===== config.mk =====
export PLATFORM = sky130hd
export DESIGN_NAME = fcmp_pipe
export DESIGN_NICKNAME = d
export VERILOG_FILES = /design/src/rtl/fpu_pkg.sv /design/src/rtl/fcmp_core.sv /design/src/rtl/fcmp_pipe.sv
export SDC_FILE = /design/constraint.sdc
export NUM_CORES = 1
export LEC_CHECK = 0
export ABC_CLOCK_PERIOD_IN_PS = 4100
export BUFFER_PORTS_ARGS = -buffer_cell sky130_fd_sc_hd__buf_2
export CAP_MARGIN = 20
export CORE_ASPECT_RATIO = 0.7
export CORE_MARGIN = 1
export CORE_UTILIZATION = 50
export CTS_CLUSTER_SIZE = 20
export DETAILED_ROUTE_END_ITERATION = 8
export PLACE_DENSITY = 0.86
export SETUP_SLACK_MARGIN = 0.1
export SYNTH_ARGS = -nofsm -noshare
export SYNTH_HDL_FRONTEND = slang
export SYNTH_SLANG_ARGS = --single-unit

===== constraint.sdc =====
create_clock -name clk -period 4.1 [get_ports clk]
set_input_delay 0.41 -clock clk [delete_from_list [all_inputs] [get_ports clk]]
set_output_delay 0.41 -clock clk [all_outputs]
set_load 0.03 [all_outputs]

===== src/rtl/fpu_pkg.sv =====
// Shared FPU definitions: binary32 field widths, compare opcodes, S1 payload
// and the NaN/zero classifiers reused by other FPU units.
package fpu_pkg;

   localparam int unsigned EXP_W = 8;
   localparam int unsigned MAN_W = 23;
   localparam int unsigned FP_W  = 1 + EXP_W + MAN_W;
   localparam int unsigned OP_W  = 2;

   typedef enum logic [OP_W-1:0] {
      CMP_FEQ = 2'd0,
      CMP_FLT = 2'd1,
      CMP_FLE = 2'd2
   } cmp_op_t;

   // Operation payload held in the first pipeline stage (op kept raw so the
   // reserved encoding survives to the compare logic).
   typedef struct packed {
      logic [OP_W-1:0] op;
      logic [FP_W-1:0] x1;
      logic [FP_W-1:0] x2;
   } cmp_req_t;

   function automatic logic is_nan(input logic [FP_W-1:0] x);
      return (x[FP_W-2 -: EXP_W] == '1) && (x[MAN_W-1:0] != '0);
   endfunction

   // Signalling NaN: quiet bit (mantissa MSB) clear.
   function automatic logic is_snan(input logic [FP_W-1:0] x);
      return is_nan(x) && !x[MAN_W-1];
   endfunction

   function automatic logic is_zero(input logic [FP_W-1:0] x);
      return (x[FP_W-2:0] == '0);
   endfunction

endpackage


===== src/rtl/fcmp_core.sv =====
// Combinational binary32 FEQ/FLT/FLE evaluation.
// Optional invalid flag output when FCMP_FLAGS_EN is defined.
module fcmp_core
   import fpu_pkg::*;
(
   input  logic [OP_W-1:0] op,
   input  logic [FP_W-1:0] x1,
   input  logic [FP_W-1:0] x2,
   output logic            res
`ifdef FCMP_FLAGS_EN
   ,
   output logic            nv
`endif
);

   logic                any_nan;
   logic                both_zero;
   logic                eq;
   logic                lt_raw;
   logic                lt;
   logic [FP_W-2:0]     mag1;
   logic [FP_W-2:0]     mag2;

   // Ordering by sign then magnitude bits; infinities/denormals need no special case.
   always_comb begin
      any_nan   = is_nan(x1) || is_nan(x2);
      both_zero = is_zero(x1) && is_zero(x2);
      mag1      = x1[FP_W-2:0];
      mag2      = x2[FP_W-2:0];
      eq        = !any_nan && ((x1 == x2) || both_zero);
      if (x1[FP_W-1] != x2[FP_W-1]) begin
         lt_raw = x1[FP_W-1];
      end else if (!x1[FP_W-1]) begin
         lt_raw = (mag1 < mag2);
      end else begin
         lt_raw = (mag1 > mag2);
      end
      lt = !any_nan && !both_zero && lt_raw;
   end

   // Result select; reserved opcode yields 0.
   always_comb begin
      res = 1'b0;
      case (op)
         CMP_FEQ: res = eq;
         CMP_FLT: res = lt;
         CMP_FLE: res = lt || eq;
         default: res = 1'b0;
      endcase
   end

`ifdef FCMP_FLAGS_EN
   // FEQ only signals on sNaN; ordered compares signal on any NaN.
   always_comb begin
      nv = 1'b0;
      case (op)
         CMP_FEQ: nv = is_snan(x1) || is_snan(x2);
         CMP_FLT: nv = any_nan;
         CMP_FLE: nv = any_nan;
         default: nv = 1'b0;
      endcase
   end
`endif

endmodule


===== src/rtl/fcmp_pipe.sv =====
// Two-stage pipelined binary32 compare with valid/ready on both sides.
// S1 holds the accepted operation, S2 holds the registered result.
// Optional out_nv flag is built when FCMP_FLAGS_EN is defined.
module fcmp_pipe
   import fpu_pkg::*;
#(
   parameter int unsigned TAG_W = 5
) (
   input  logic             clk,
   input  logic             rst,
   input  logic             in_valid,
   output logic             in_ready,
   input  logic [OP_W-1:0]  in_op,
   input  logic [FP_W-1:0]  in_x1,
   input  logic [FP_W-1:0]  in_x2,
   input  logic [TAG_W-1:0] in_tag,
   output logic             out_valid,
   input  logic             out_ready,
   output logic [FP_W-1:0]  out_y,
   output logic [TAG_W-1:0] out_tag
`ifdef FCMP_FLAGS_EN
   ,
   output logic             out_nv
`endif
);

   logic             s1_valid_q, s1_valid_d;
   cmp_req_t         s1_req_q,   s1_req_d;
   logic [TAG_W-1:0] s1_tag_q,   s1_tag_d;
   logic             out_valid_q, out_valid_d;
   logic [FP_W-1:0]  out_y_q,    out_y_d;
   logic [TAG_W-1:0] out_tag_q,  out_tag_d;
   logic             adv2;
   logic             in_fire;
   logic             cmp_res;
`ifdef FCMP_FLAGS_EN
   logic             cmp_nv;
   logic             out_nv_q, out_nv_d;
`endif

   fcmp_core u_core (
      .op  (s1_req_q.op),
      .x1  (s1_req_q.x1),
      .x2  (s1_req_q.x2),
      .res (cmp_res)
`ifdef FCMP_FLAGS_EN
      ,
      .nv  (cmp_nv)
`endif
   );

   // Handshake: S2 can take S1 when empty or draining; reset blocks intake.
   always_comb begin
      adv2     = s1_valid_q && (!out_valid_q || out_ready);
      in_ready = !rst && (!s1_valid_q || adv2);
      in_fire  = in_valid && in_ready;
   end

   // Next-state for both stages; S2 holds stable while stalled.
   always_comb begin
      s1_valid_d  = s1_valid_q;
      s1_req_d    = s1_req_q;
      s1_tag_d    = s1_tag_q;
      out_valid_d = out_valid_q;
      out_y_d     = out_y_q;
      out_tag_d   = out_tag_q;
`ifdef FCMP_FLAGS_EN
      out_nv_d    = out_nv_q;
`endif
      if (in_fire) begin
         s1_valid_d = 1'b1;
         s1_req_d   = '{op: in_op, x1: in_x1, x2: in_x2};
         s1_tag_d   = in_tag;
      end else if (adv2) begin
         s1_valid_d = 1'b0;
      end
      if (adv2) begin
         out_valid_d = 1'b1;
         out_y_d     = {{(FP_W-1){1'b0}}, cmp_res};
         out_tag_d   = s1_tag_q;
`ifdef FCMP_FLAGS_EN
         out_nv_d    = cmp_nv;
`endif
      end else if (out_valid_q && out_ready) begin
         out_valid_d = 1'b0;
      end
   end

   // Pipeline registers with synchronous reset discarding in-flight ops.
   always_ff @(posedge clk) begin
      if (rst) begin
         s1_valid_q  <= 1'b0;
         s1_req_q    <= '0;
         s1_tag_q    <= '0;
         out_valid_q <= 1'b0;
         out_y_q     <= '0;
         out_tag_q   <= '0;
`ifdef FCMP_FLAGS_EN
         out_nv_q    <= 1'b0;
`endif
      end else begin
         s1_valid_q  <= s1_valid_d;
         s1_req_q    <= s1_req_d;
         s1_tag_q    <= s1_tag_d;
         out_valid_q <= out_valid_d;
         out_y_q     <= out_y_d;
         out_tag_q   <= out_tag_d;
`ifdef FCMP_FLAGS_EN
         out_nv_q    <= out_nv_d;
`endif
      end
   end

   assign out_valid = out_valid_q;
   assign out_y     = out_y_q;
   assign out_tag   = out_tag_q;
`ifdef FCMP_FLAGS_EN
   assign out_nv    = out_nv_q;
`endif

endmodule


==> results of run 1 <==
==> worst max-delay path, delay by kind of cell (launching register included) <==
family | cells | cell delay (ns)
DFF | 1 | 0.32
adders and majority gates | 1 | 0.31
AOI/OAI and AO/OA | 7 | 1.67
buffers and inverters | 1 | 0.06
==> logic make-up (layout without fill, tap and decap cells) <==
logic type               count (synthesis)  count (layout)  synth area share (%)
AND/OR/NAND/NOR                        224             224                 27.35
buffers and inverters                   89             135                 11.12
flip-flops                              79              79                 39.06
AO/OA/AOI/OAI                           62              62                 11.13
adder cells (fa/ha/maj)                 31              31                 9.580
multiplexers                             5               5                 1.236
XOR/XNOR                                 2               2                0.4327
other                                    1              31               0.09262
==> layer usage <==
| metal | share of wire [%] | global-route usage (%) | vias up | wire (um) |
|---|---|---|---|---|
| met5 | 0 | 0 | - | 0 |
| met4 | 2.5 | 11.20 | 0 | 245 |
| met1 | 47 | 32.02 | 1642 | 4583 |
| met3 | 6.5 | 6.803 | 31 | 628 |
| li1 | - | - | 1771 | - |
| met2 | 44 | 36.92 | 137 | 4222 |
==> placed cells by master, fill, tap and decap left out, types with 2 or more instances in the layout <==
cell type	count
nand2_1	122
buf_2	82
dfxtp_1	79
nand3b_1	41
inv_1	33
o31ai_1	31
ha_1	31
conb_1	31
nor2_1	17
nor4_1	15
nand4_1	14
a21oi_1	12
clkbuf_16	9
mux2i_1	5
nor3_1	5
a21o_1	4
clkinv_2	4
buf_4	4
nand3_1	3
o21ai_0	3
a2111oi_2	2
o21ai_1	2
xor2_1	2
==> cell type report <==
class                           count  area (um^2)  area share, %
Timing Repair Buffer               86        440.4          9.414
Clock buffer                       10        239.0          5.108
Clock inverter                      6        36.28         0.7756
Inverter                           33        123.9          2.648
Multi-Input combinational cell    355         2131          45.55
Tap cell                          101        126.4          2.701
Sequential cell                    79         1582          33.81
==> metrics by stage <==
stage               cell area, um^2  std cells
CTS                            4678        670
global placement               4403        654
detailed placement             4403        654
floorplan                      4161        523
global route                   4678        670
finish                         4678        670
==> power breakdown <==
group | switching, mW | total, mW | internal (mW)
Clock | 0.315 | 0.738 | 0.423
Combinational | 0.212 | 0.347 | 0.135
Sequential | 0.0439 | 0.867 | 0.823
Total | 0.571 | 1.95 | 1.38
==> final timing paths <==
kind	start	endpoint	slack [ns]
max reg2reg	s1_req_q[12]	out_y[0]	1.66
min	in_tag[0]	s1_tag_q[0]	0.25
max	s1_req_q[12]	out_y[0]	1.66
min reg2reg	out_y[0]	out_y[0]	0.47
==> sequential cells by signal (all words and copies together), names as in the netlist <==
| signal | count |
|---|---|
| s1_req_q | 66 |
| out_y | 1 |
| out_valid | 1 |
| s1_valid_q | 1 |
| out_tag | 5 |
| s1_tag_q | 5 |
==> results.yml, run 1 <==
synth:
  syn_avg_cell_area_um2: 8.213
  synth_flop_cell: "dfxtp_1"
  yosysTopAreaCell: "dfxtp_1"
  ys_seq_area_share_pct: 39.06
  ys_types: 36
  ys_ff_latch: 79
  synth-async-reset-ratio_pct: 0
  synth_warnings: 0
  synth_area_leaders: "dfxtp_1 (39%), nand2_1 (11%), ha_1 (9.6%)"
  synth_common_cells: "nand2_1 (122), dfxtp_1 (79), nand3b_1 (41), inv_1 (33)"
  syn_inst: 493
  syn_area_um2: 4049
  synth-edff-count: 0
  yosysMostFrequentCell: "nand2_1"
  yosys.area.top_type_share_pct: 39.06
clock_network:
  cts_tree: "built"
  clock-sinks: 79
  htreeDepth: 3
  clockBufferDepth: 2
  cts_resized: 0
  clkLatencyLatePin_ns: 0.34
  cts_post_setup_buffers_inserted: 0
  postCtsHoldBufs: 0
  clk_transition_reported_paths_ns: 0.06
  clockRootBuffer: "clkbuf_16"
  numCtsBuffers: 9
sta:
  slew_violations: 0
  max_slew_margin_pct: 54.30
  period_minus_slack_ns: 2.444
  fin_skew_ns: 0.004307
  fin_tns_setup_ns: 0
  finalHoldViolCount: 0
  min_period_over_period_pct: 59.61
  worstMarginPinSlew_ns: 0.6855
  worst_slack_ns: 1.656
  whs_ns: 0.2529
  clock.fmax_mhz: 409.1
  setup_viol: 0
  grt_setup_unrepaired: "no"
floorplanning:
  die_area_um2: 8468
  fp.coreArea_um2: 7838
  num_rows: 27
  initial_core_util_pct: 51.66
  ios: 114
  die_w_um: 109.6
  die_h_um: 77.29
worst_setup_path:
  critical_path_class: "register to register"
  cp_max_fo: 2
  cp.arrival_ns: 2.69
  cp_slowest_stage_delay_ns: 0.39
  endpoint_kind: "register"
  critPathRequiredTime_ns: 4.35
  critPathSlowestCell: "a2111oi_2"
  r2r.worst_path.cells: 9
  start_kind: "register"
  crit_path_cell_trace: "inv_1, ha_1, a21o_1, a21o_1, a2111oi_2, o211ai_1, a211o_1, a31o_1, a221oi_2"
  path_common_cell: "a21o_1"
placement:
  gp_congestion: 0.8365
  io_buffers: 82
  place_ws_ns: 1.679
  dpl.hpwl_um: 7020
global_routing:
  grt_max_degree: 80
  grt_pass1_vias: 3515
  grtUsageTotal_pct: 24.40
  overflow: 0
  antenna_found_initial: 0
  grt_pass1_wl_um: 15930
route:
  vias: 3581
  routed_wl_um: 9680
  drt_iter0_markers: 214
  wire_per_inst_um: 14.45
  post-route-drc-count: 0
  firstDrtPassIters: 4
  viasPerCell: 5.345
  ant_nets: 0
pwr:
  power_mw: 1.951
  power.density_nw_per_um2: 417.1
  ir_drop_v: 0.0002182
  leakage_nw: 2.254
finish:
  layout.nets: 670
  fin_util_pct: 59.69
  layout-drive-gt1-share_pct: 18.98
  area_growth_pct: 15.54
  n_fill_cell: 706
  antenna_cells: 0
run:
  drv_cap: 0
run_status:
  status: "finished, final reports clean"
worst_hold_path:
  min_path_type: "primary input to register"
  hold_depth: 3
No activity file was read; power rests on OpenSTA's default activity.
==> run 2: changes to the inputs <==
Settings changed: ABC_CLOCK_PERIOD_IN_PS 4100 to 2500.
Clock period 4.1 ns to 2.5 ns, I/O delays scaled along.
==> run 2 against run 1 <==
Fmax increased by 7.2%. Clock skew increased by 0.00071 ns. Clock power increased by 82%. Combinational power rose by 73%. Register-to-register slack worse by 1.4 ns. Critical path depth unchanged. Total power rose by 72%. Largest cell class unchanged. First-iteration DRC count decreased by 11%. Cell count decreased by 0.15%. Clock-buffer cell count is 1 lower. Utilization is 1.5 points higher. Setup slack worse by 1.4 ns.
==> results.yml, run 2 (synthesis results as in run 1) <==
worst_setup_path:
  start_kind: "register"
  critPathRequiredTime_ns: 2.75
  endpoint_kind: "register"
  r2r.worst_path.cells: 9
  rr_startpoint: "s1_req_q[10]"
  cp_max_fo: 2
  cp.arrival_ns: 2.53
  critical_path_class: "register to register"
  timing.rr.end: "out_y[0]"
  rrSetupSlack_ns: 0.22
floorplanning:
  num_rows: 27
  die_w_um: 109.6
  initial_core_util_pct: 51.66
  ios: 114
  die_area_um2: 8468
  fp.coreArea_um2: 7838
  die_h_um: 77.29
global_routing:
  grtUsageTotal_pct: 24.08
  grt_max_degree: 80
  grt_pass1_wl_um: 15640
  grt_pass1_vias: 3382
  antenna_found_initial: 0
  overflow: 0
finish:
  area_growth_pct: 18.54
  design_area_um2: 4800
  layout_common_cells: "nand2_1 (121), buf_2 (82), dfxtp_1 (77)"
  layout-drive-gt1-share_pct: 20.95
  antenna_cells: 0
  layout_commonest_cell: "nand2_1"
  layout.nets: 671
  top_register: "s1_req_q"
  largest_reg_flops: 66
worst_hold_path:
  min_path_type: "primary input to register"
  hold_path_end: "s1_req_q[0]"
  hold_depth: 3
  min_from: "in_x2[0]"
pwr:
  p_comb_share_pct: 17.8
  power.density_nw_per_um2: 700.5
  leakage_nw: 2.285
  p_clk_share_pct: 39.8
  p_sw_share_pct: 27.17
  p_switching_mw: 0.9134
  seqPwrFrac_pct: 42.4
  ir_drop_v: 0.0007118
  cellInternalPower_mw: 2.448
sta:
  fin_tns_setup_ns: 0
  slew_violations: 0
  setup_viol: 0
  max_slew_margin_pct: 51.19
  worst_slack_ns: 0.2206
  grt_setup_unrepaired: "no"
  min_period_over_period_pct: 91.18
  worstMarginPinSlew_ns: 0.7322
  clock.fmax_mhz: 438.7
  period_minus_slack_ns: 2.279
  finalHoldViolCount: 0
  fin_skew_ns: 0.005014
placement:
  place_area_um2: 4423
  io_buffers: 82
  place_ws_ns: 0.1568
  gp_congestion: 0.8914
  dpl.hpwl_um: 6901
clock_network:
  clock-sinks: 79
  clkLatencyLatePin_ns: 0.33
  clockRootBuffer: "clkbuf_16"
  clk_transition_reported_paths_ns: 0.06
  htreeDepth: 3
  clockBufferDepth: 2
  postCtsHoldBufs: 0
  numCtsBuffers: 9
  cts_tree: "built"
route:
  viasPerCell: 5.277
  drt_iter0_markers: 190
  ant_nets: 0
  post-route-drc-count: 0
  routed_wl_um: 9707
  firstDrtPassIters: 4
  vias: 3530
  wire_per_inst_um: 14.51
run:
  drv_cap: 0
run_status:
  status: "finished, final reports clean"
[run 2: power groups by stage]
stage	sequential (mW)	combinational, mW	clock [mW]
detailed placement	1.45	0.559	0
global placement	1.44	0.537	0
finish	1.43	0.599	1.34
global route	1.43	0.666	1.41
CTS	1.42	0.563	1.36
floorplan	1.43	0.438	0
[run 2: routing by layer]
layer	part of all wire, %	GRT usage [%]
met5	0	0
met4	1.4	7.600
met3	6.3	7.568
met2	45	36.92
met1	47	32.05
[run 2: worst max-delay path: stages, from the launching register on]
cell       delay (ns)
dfxtp_1          0.35
inv_1            0.07
ha_1             0.33
a21oi_2          0.18
nor2_2           0.07
a2111oi_4        0.32
o211ai_1         0.17
a211o_1          0.31
a31o_1           0.19
a221oi_2         0.20
[run 2: through the flow]
| stage | utilization, % | instances | power [mW] | hold slack, ns |
|---|---|---|---|---|
| final | 61.24 | 669 | 3.362 | 0.1013 |
| after global routing | 61.24 | 669 | 3.512 | 0.09303 |
| after CTS | 60.27 | 669 | 3.342 | 0.08680 |
| after detailed placement | 56.43 | 655 | 2.005 | 0.4386 |
| after global placement | 56.43 | 655 | 1.977 | 0.4342 |
| after floorplan | - | 523 | 1.870 | 0.3490 |
[run 2: worst max path at each step]
stage,from,end,slack (ns),cells past startpoint
3_5_place_dp,s1_req_q[12],out_y[0],0.16,9
6_report,s1_req_q[10],out_y[0],0.22,9
4_1_cts,s1_req_q[12],out_y[0],0.13,9
3_3_place_gp,s1_req_q[12],out_y[0],0.20,9
5_1_grt,s1_req_q[4],out_y[0],0.09,9
2_1_floorplan,out_valid,s1_req_q[1],0.31,7
[run 2: cell type report]
class / count / area [um^2]
Clock inverter: 5 / 75.07
Timing Repair Buffer: 87 / 460.4
Tap cell: 101 / 126.4
Fill cell: 694 / 3038
Multi-Input combinational cell: 355 / 2205
Inverter: 33 / 123.9
Sequential cell: 79 / 1584
Clock buffer: 9 / 225.2
[run 2: repair_timing]
item / 4_1_cts / 5_1_grt
endpoints found under the setup margin: 0 / 1
gates resized for setup: 0 / 13
setup buffers: 0 / 0
hold endpoints to repair: 0 / 0
